`config.mk`:
```
export PLATFORM = sky130hd
export DESIGN_NAME = aes_job_sequencer
export DESIGN_NICKNAME = d
export VERILOG_FILES = /design/src/rtl/aes_ctrl_pkg.sv /design/src/rtl/aes_watchdog.sv /design/src/rtl/aes_job_sequencer.sv
export SDC_FILE = /design/constraint.sdc
export NUM_CORES = 2
export LEC_CHECK = 0
export ABC_CLOCK_PERIOD_IN_PS = 91900
export CAP_MARGIN = 20
export CORE_AREA = 2 2 401 403
export DETAILED_ROUTE_END_ITERATION = 10
export DIE_AREA = 0 0 403 405
export GPL_TIMING_DRIVEN = 1
export PLACE_DENSITY_LB_ADDON = 0.12
export SLEW_MARGIN = 20
export SYNTH_ARGS = -nofsm -noshare
export SYNTH_HDL_FRONTEND = slang
export SYNTH_SLANG_ARGS = --single-unit
```
`constraint.sdc`:
```
create_clock -name clk_i -period 91.9 [get_ports clk_i]
set_clock_uncertainty 0.15 [all_clocks]
set_input_delay 27.57 -clock clk_i [delete_from_list [all_inputs] [get_ports clk_i]]
set_output_delay 27.57 -clock clk_i [all_outputs]
set_load 0.02 [all_outputs]
```
`src/rtl/aes_ctrl_pkg.sv`:
```
// Shared definitions for the AES job sequencer: FSM encoding, mode values, datapath widths.
package aes_ctrl_pkg;

    localparam int AES_BLK_W = 128;
    localparam int AES_KEY_W = 256;

    localparam logic MODE_ENC = 1'b0;
    localparam logic MODE_DEC = 1'b1;

    typedef enum logic [1:0] {
        ST_IDLE   = 2'd0,
        ST_LAUNCH = 2'd1,
        ST_WAIT   = 2'd2,
        ST_SEND   = 2'd3
    } seq_state_e;

endpackage

```
`src/rtl/aes_watchdog.sv`:
```
// Job watchdog: counter cleared at launch, counts while a job is in flight,
// flags expiry when it reaches TIMEOUT_CYC-1.
module aes_watchdog #(
    parameter int TIMEOUT_CYC = 4096
) (
    input  logic clk_i,
    input  logic rst,
    input  logic i_clr,
    input  logic i_en,
    output logic o_expire
);

    localparam int CW = $clog2(TIMEOUT_CYC);

    logic [CW-1:0] r_cnt;

    // Counter: clear has priority over counting, otherwise hold.
    always_ff @(posedge clk_i or posedge rst) begin
        if (rst) begin
            r_cnt <= '0;
        end else if (i_clr) begin
            r_cnt <= '0;
        end else if (i_en) begin
            r_cnt <= r_cnt + CW'(1);
        end else begin
            r_cnt <= r_cnt;
        end
    end

    assign o_expire = (r_cnt == CW'(TIMEOUT_CYC - 1));

endmodule

```
`src/rtl/aes_job_sequencer.sv`:
```
// Sequences one AES core between UART RX, the start button and UART TX:
// shadow key/text registers, one-deep job queue, launch/wait/send FSM and watchdog.
module aes_job_sequencer
    import aes_ctrl_pkg::*;
#(
    parameter int AUTO_START  = 1,
    parameter int TIMEOUT_CYC = 4096
) (
    input  logic                 clk_i,
    input  logic                 rst,
    input  logic [AES_BLK_W-1:0] text_i,
    input  logic                 text_vld_i,
    input  logic [AES_KEY_W-1:0] key_i,
    input  logic                 key_vld_i,
    input  logic                 start_btn_i,
    input  logic                 mode_i,
    input  logic                 aes_ready_i,
    input  logic                 aes_done_i,
    input  logic [AES_BLK_W-1:0] aes_result_i,
    input  logic                 tx_busy_i,
    output logic [AES_KEY_W-1:0] aes_key_o,
    output logic [AES_BLK_W-1:0] aes_text_o,
    output logic                 aes_mode_o,
    output logic                 aes_start_o,
    output logic [AES_BLK_W-1:0] result_o,
    output logic                 tx_start_o,
    output logic                 busy_o,
    output logic                 key_loaded_o,
    output logic                 err_o
);

    localparam logic AUTO_EN = (AUTO_START != 0);

    seq_state_e           r_state;
    seq_state_e           w_next;
    logic [AES_KEY_W-1:0] r_aes_key;
    logic [AES_BLK_W-1:0] r_aes_text;
    logic [AES_KEY_W-1:0] r_pend_key;
    logic [AES_BLK_W-1:0] r_pend_text;
    logic                 r_pend_key_vld;
    logic                 r_pend_text_vld;
    logic                 r_aes_mode;
    logic                 r_aes_start;
    logic [AES_BLK_W-1:0] r_result;
    logic                 r_tx_start;
    logic                 r_key_loaded;
    logic                 r_err;
    logic                 r_pending;

    logic w_in_job;
    logic w_req;
    logic w_drop;
    logic w_launch_go;
    logic w_done_ok;
    logic w_expire;
    logic w_timeout;

    assign w_in_job    = (r_state != ST_IDLE);
    assign w_req       = start_btn_i | (AUTO_EN & text_vld_i);
    assign w_drop      = w_req & (~r_key_loaded | r_pending);
    assign w_launch_go = (r_state == ST_IDLE) && (w_next == ST_LAUNCH);
    assign w_done_ok   = (r_state == ST_WAIT) && aes_done_i;
    assign w_timeout   = (r_state == ST_WAIT) && !aes_done_i && w_expire;

    aes_watchdog #(
        .TIMEOUT_CYC(TIMEOUT_CYC)
    ) u_wdog (
        .clk_i    (clk_i),
        .rst      (rst),
        .i_clr    (w_launch_go),
        .i_en     ((r_state == ST_LAUNCH) || (r_state == ST_WAIT)),
        .o_expire (w_expire)
    );

    // Next-state logic; done in the expiry cycle wins over the timeout.
    always_comb begin
        w_next = r_state;
        case (r_state)
            ST_IDLE: begin
                if (r_pending && aes_ready_i) w_next = ST_LAUNCH;
                else                          w_next = ST_IDLE;
            end
            ST_LAUNCH: w_next = ST_WAIT;
            ST_WAIT: begin
                if (aes_done_i)    w_next = ST_SEND;
                else if (w_expire) w_next = ST_IDLE;
                else               w_next = ST_WAIT;
            end
            ST_SEND: begin
                if (r_tx_start) w_next = ST_IDLE;
                else            w_next = ST_SEND;
            end
            default: w_next = ST_IDLE;
        endcase
    end

    // State register.
    always_ff @(posedge clk_i or posedge rst) begin
        if (rst) r_state <= ST_IDLE;
        else     r_state <= w_next;
    end

    // Key shadow: direct load when idle, otherwise park in pend_key until the job ends.
    always_ff @(posedge clk_i or posedge rst) begin
        if (rst) begin
            r_aes_key      <= '0;
            r_pend_key     <= '0;
            r_pend_key_vld <= 1'b0;
            r_key_loaded   <= 1'b0;
        end else begin
            r_key_loaded <= r_key_loaded | key_vld_i;
            if (w_in_job) begin
                if (key_vld_i) begin
                    r_pend_key     <= key_i;
                    r_pend_key_vld <= 1'b1;
                end
            end else begin
                r_pend_key_vld <= 1'b0;
                if (key_vld_i)           r_aes_key <= key_i;
                else if (r_pend_key_vld) r_aes_key <= r_pend_key;
            end
        end
    end

    // Text shadow: same park-and-apply scheme as the key.
    always_ff @(posedge clk_i or posedge rst) begin
        if (rst) begin
            r_aes_text      <= '0;
            r_pend_text     <= '0;
            r_pend_text_vld <= 1'b0;
        end else begin
            if (w_in_job) begin
                if (text_vld_i) begin
                    r_pend_text     <= text_i;
                    r_pend_text_vld <= 1'b1;
                end
            end else begin
                r_pend_text_vld <= 1'b0;
                if (text_vld_i)           r_aes_text <= text_i;
                else if (r_pend_text_vld) r_aes_text <= r_pend_text;
            end
        end
    end

    // One-deep job queue and sticky error flag.
    always_ff @(posedge clk_i or posedge rst) begin
        if (rst) begin
            r_pending <= 1'b0;
            r_err     <= 1'b0;
        end else begin
            if (r_state == ST_LAUNCH)  r_pending <= 1'b0;
            else if (w_req && !w_drop) r_pending <= 1'b1;

            if (w_timeout || w_drop) r_err <= 1'b1;
            else if (w_done_ok)      r_err <= 1'b0;
        end
    end

    // Core handshake: mode frozen at launch, single start pulse, result capture.
    always_ff @(posedge clk_i or posedge rst) begin
        if (rst) begin
            r_aes_mode  <= MODE_ENC;
            r_aes_start <= 1'b0;
            r_result    <= '0;
        end else begin
            r_aes_start <= w_launch_go;
            if (w_launch_go) r_aes_mode <= mode_i;
            if (w_done_ok)   r_result   <= aes_result_i;
        end
    end

    // TX request: fire at done if TX is idle, else the cycle after TX releases; never twice.
    always_ff @(posedge clk_i or posedge rst) begin
        if (rst) begin
            r_tx_start <= 1'b0;
        end else if (w_done_ok) begin
            r_tx_start <= ~tx_busy_i;
        end else if ((r_state == ST_SEND) && !r_tx_start && !tx_busy_i) begin
            r_tx_start <= 1'b1;
        end else begin
            r_tx_start <= 1'b0;
        end
    end

    assign aes_key_o    = r_aes_key;
    assign aes_text_o   = r_aes_text;
    assign aes_mode_o   = r_aes_mode;
    assign aes_start_o  = r_aes_start;
    assign result_o     = r_result;
    assign tx_start_o   = r_tx_start;
    assign busy_o       = w_in_job;
    assign key_loaded_o = r_key_loaded;
    assign err_o        = r_err;

endmodule

```
==> flow_summary.json <==
{
  "end_kind": "async pin",
  "cts_buffers": 113,
  "gr-total-overflow": 0,
  "cellLeakagePower_nw": 23.1,
  "ys_ff_latch": 918,
  "max_cap_viol_count": 0,
  "yosys_warnings": 0,
  "holdCritStartpoint": "aes_key_o[100]",
  "routedWlPerCell_um": 21.9,
  "synth_nets": 3383,
  "vdd_drop_max_mv": 0.0195,
  "syn_area_um2": 37400,
  "cts_hold_buf": 0,
  "slew_viol_final": 0,
  "fmax_ghz": 0.0318,
  "first_global_vias": 26146,
  "powerDensity_nw_per_um2": 36.1,
  "dp_hpwl_um": 94900,
  "initial_core_util": 0.235,
  "antenna_found_initial": 53,
  "grt_use_total": 0.159,
  "crit_type": "primary input to async pin",
  "drive_gt1_frac": 0.190,
  "cts_resized": 0,
  "finalHoldViolations": 0,
  "grt_max_degree": 257,
  "slew_headroom": 0.293,
  "drc_errors": 0,
  "cp.arrival_ps": 32030,
  "worstReg2RegStart": "r_state[1]",
  "syn_inst": 2857,
  "min_period_ps": 31480,
  "ys.flop_type": "dfrtp_1",
  "fp.dieW_um": 403,
  "wirelength_um": 133000,
  "hold_path_class": "flip-flop to flip-flop",
  "io_pins": 1039,
  "viasPerCell": 4.19,
  "clock_latency_ps": 700,
  "worst_pin_slew_ps": 1060,
  "rsz0062_at_grt": "no",
  "vias": 25338,
  "n_fill_cell": 16002,
  "post_cts_buffers": 0,
  "antenna_left": 0,
  "critPathRequiredTime_ps": 92450,
  "root_buffer": "clkbuf_16",
  "placed_cell_area_um2": 49800,
  "critPathMaxFanout": 104,
  "io_buffers": 1038,
  "final_nets": 4382,
  "num_rows": 147,
  "ys_seq_area_frac": 0.614,
  "drtPass1Iterations": 4,
  "cts_buffer_depth": 3,
  "setup_violations": 0,
  "cts_tree": "yes",
  "synth-async-reset-ratio": 1.00,
  "drt_iter0_drc": 937,
  "cts_num_sinks": 918,
  "status": "finished, final reports clean",
  "h-tree-depth": 3,
  "total_power_mw": 1.94,
  "cts.clk_slew.worst_paths_ps": 60,
  "gp_congestion": 0.768,
  "min_period_over_period": 0.343,
  "cp-startpoint": "rst",
  "core-area_um2": 159000,
  "cp-start-kind": "primary input",
  "synth_edf_count": 0,
  "dieArea_um2": 163000,
  "syn_area_per_cell_um2": 13.1,
  "die_y_um": 405,
  "tns_ps": 0,
  "final_design_area_no_fill_um2": 53600,
  "yosys.cell_types.count": 31,
  "area_growth_pct": 43.3,
  "grt_pass1_wl_um": 190000
}
## report_power, final
part	switching, mW	internal (mW)
Combinational	0.418	0.369
Sequential	0.0990	0.600
Clock	0.185	0.263
Total	0.702	1.23
## cells by family (layout without fill, tap and decap cells)
family / Yosys count / count (layout) / share of synthesized area
AO/OA/AOI/OAI: 399 / 399 / 0.0539
XOR/XNOR: 11 / 11 / 0.00257
adder cells (fa/ha/maj): 5 / 5 / 0.00167
buffers and inverters: 194 / 1284 / 0.0254
flip-flops: 918 / 918 / 0.614
multiplexers: 897 / 897 / 0.257
other: 0 / 16 / 0
AND/OR/NAND/NOR: 433 / 433 / 0.0454
## cell usage after synthesis (5+ instances only)
cell type  number  area [µm²]
a21oi_1         7        35.0
buf_1           7        26.3
buf_2         107         536
buf_4          22         165
clkbuf_1       51         191
dfrtp_1       918       23000
ha_1            5        62.6
inv_1           6        22.5
mux2_2        512        5770
mux2i_1       385        3850
nand2_1       390        1460
nand4_1         5        31.3
nor2_1         21        78.8
o21ai_0       387        1940
xnor2_1         5        43.8
xor2_1          6        52.6
## state kept, by name, indices dropped and copies added, names as in the netlist
register         flops
aes_key_o          256
aes_mode_o           1
aes_start_o          1
aes_text_o         128
err_o                1
key_loaded_o         1
r_pend_key         256
r_pend_key_vld       1
r_pend_text        128
r_pend_text_vld      1
r_pending            1
r_state              2
result_o           128
tx_start_o           1
u_wdog.r_cnt        12
## metrics by stage
step	std cells	setup WS [ps]	hold WS, ps	util
after floorplan	2857	38370	312	-
after detailed placement	5827	59380	319	0.313
after global placement	5827	59350	310	0.313
final	6049	60420	324	0.337
after global routing	6039	59710	343	0.337
after CTS	6033	60160	332	0.337
## cells in the final DEF, fill, tap and decap left out, types with 6 or more instances in the layout
master,synthesis,layout
clkbuf_1,51,16
mux2_2,512,512
clkdlybuf4s50_1,0,1036
o21ai_0,387,387
a21oi_1,7,7
nor2_1,21,21
mux2i_1,385,385
clkinv_2,0,30
diode_2,0,16
clkbuf_8,0,33
xor2_1,6,6
clkbuf_16,0,113
buf_4,22,30
nand2_1,390,389
dfrtp_1,918,918
## per-layer routing
layer  track usage  vias to the layer above  share of wire
met5             0                        -         0.0026
met4        0.0432                       52          0.023
met3        0.0714                      212           0.10
met2         0.266                      728           0.48
met1         0.183                    12393           0.39
li1              -                    11953              -
## final timing paths
check	to	slack (ps)	depth (start not counted)
min in group asynchronous	r_pend_key[195]	27210	2
max in group clk_i	r_pend_key[169]	61090	5
hold reg to reg	aes_key_o[100]	320	2
hold / removal	aes_key_o[100]	320	2
setup / recovery	result_o[39]	60420	6
setup reg to reg	r_pend_key[169]	87720	6
## final cells by class
cell class | count | area, µm² | area share
sequential | 918 | 23000 | 0.428
inverter | 6 | 30.0 | 0.000560
timing repair buffer | 1072 | 10700 | 0.200
clock inverter | 44 | 414 | 0.00772
antenna | 16 | 40.0 | 0.000746
multi-input combinational | 1745 | 13500 | 0.252
clock buffer | 162 | 3340 | 0.0623
tap | 2086 | 2610 | 0.0487
## worst max-delay path, cell delays in order
cell	delay, ps
clkdlybuf4s50_1	490
inv_8	490
buf_4	790
buf_4	820
buf_4	790
buf_4	760
No activity file was read; power rests on OpenSTA's default activity.
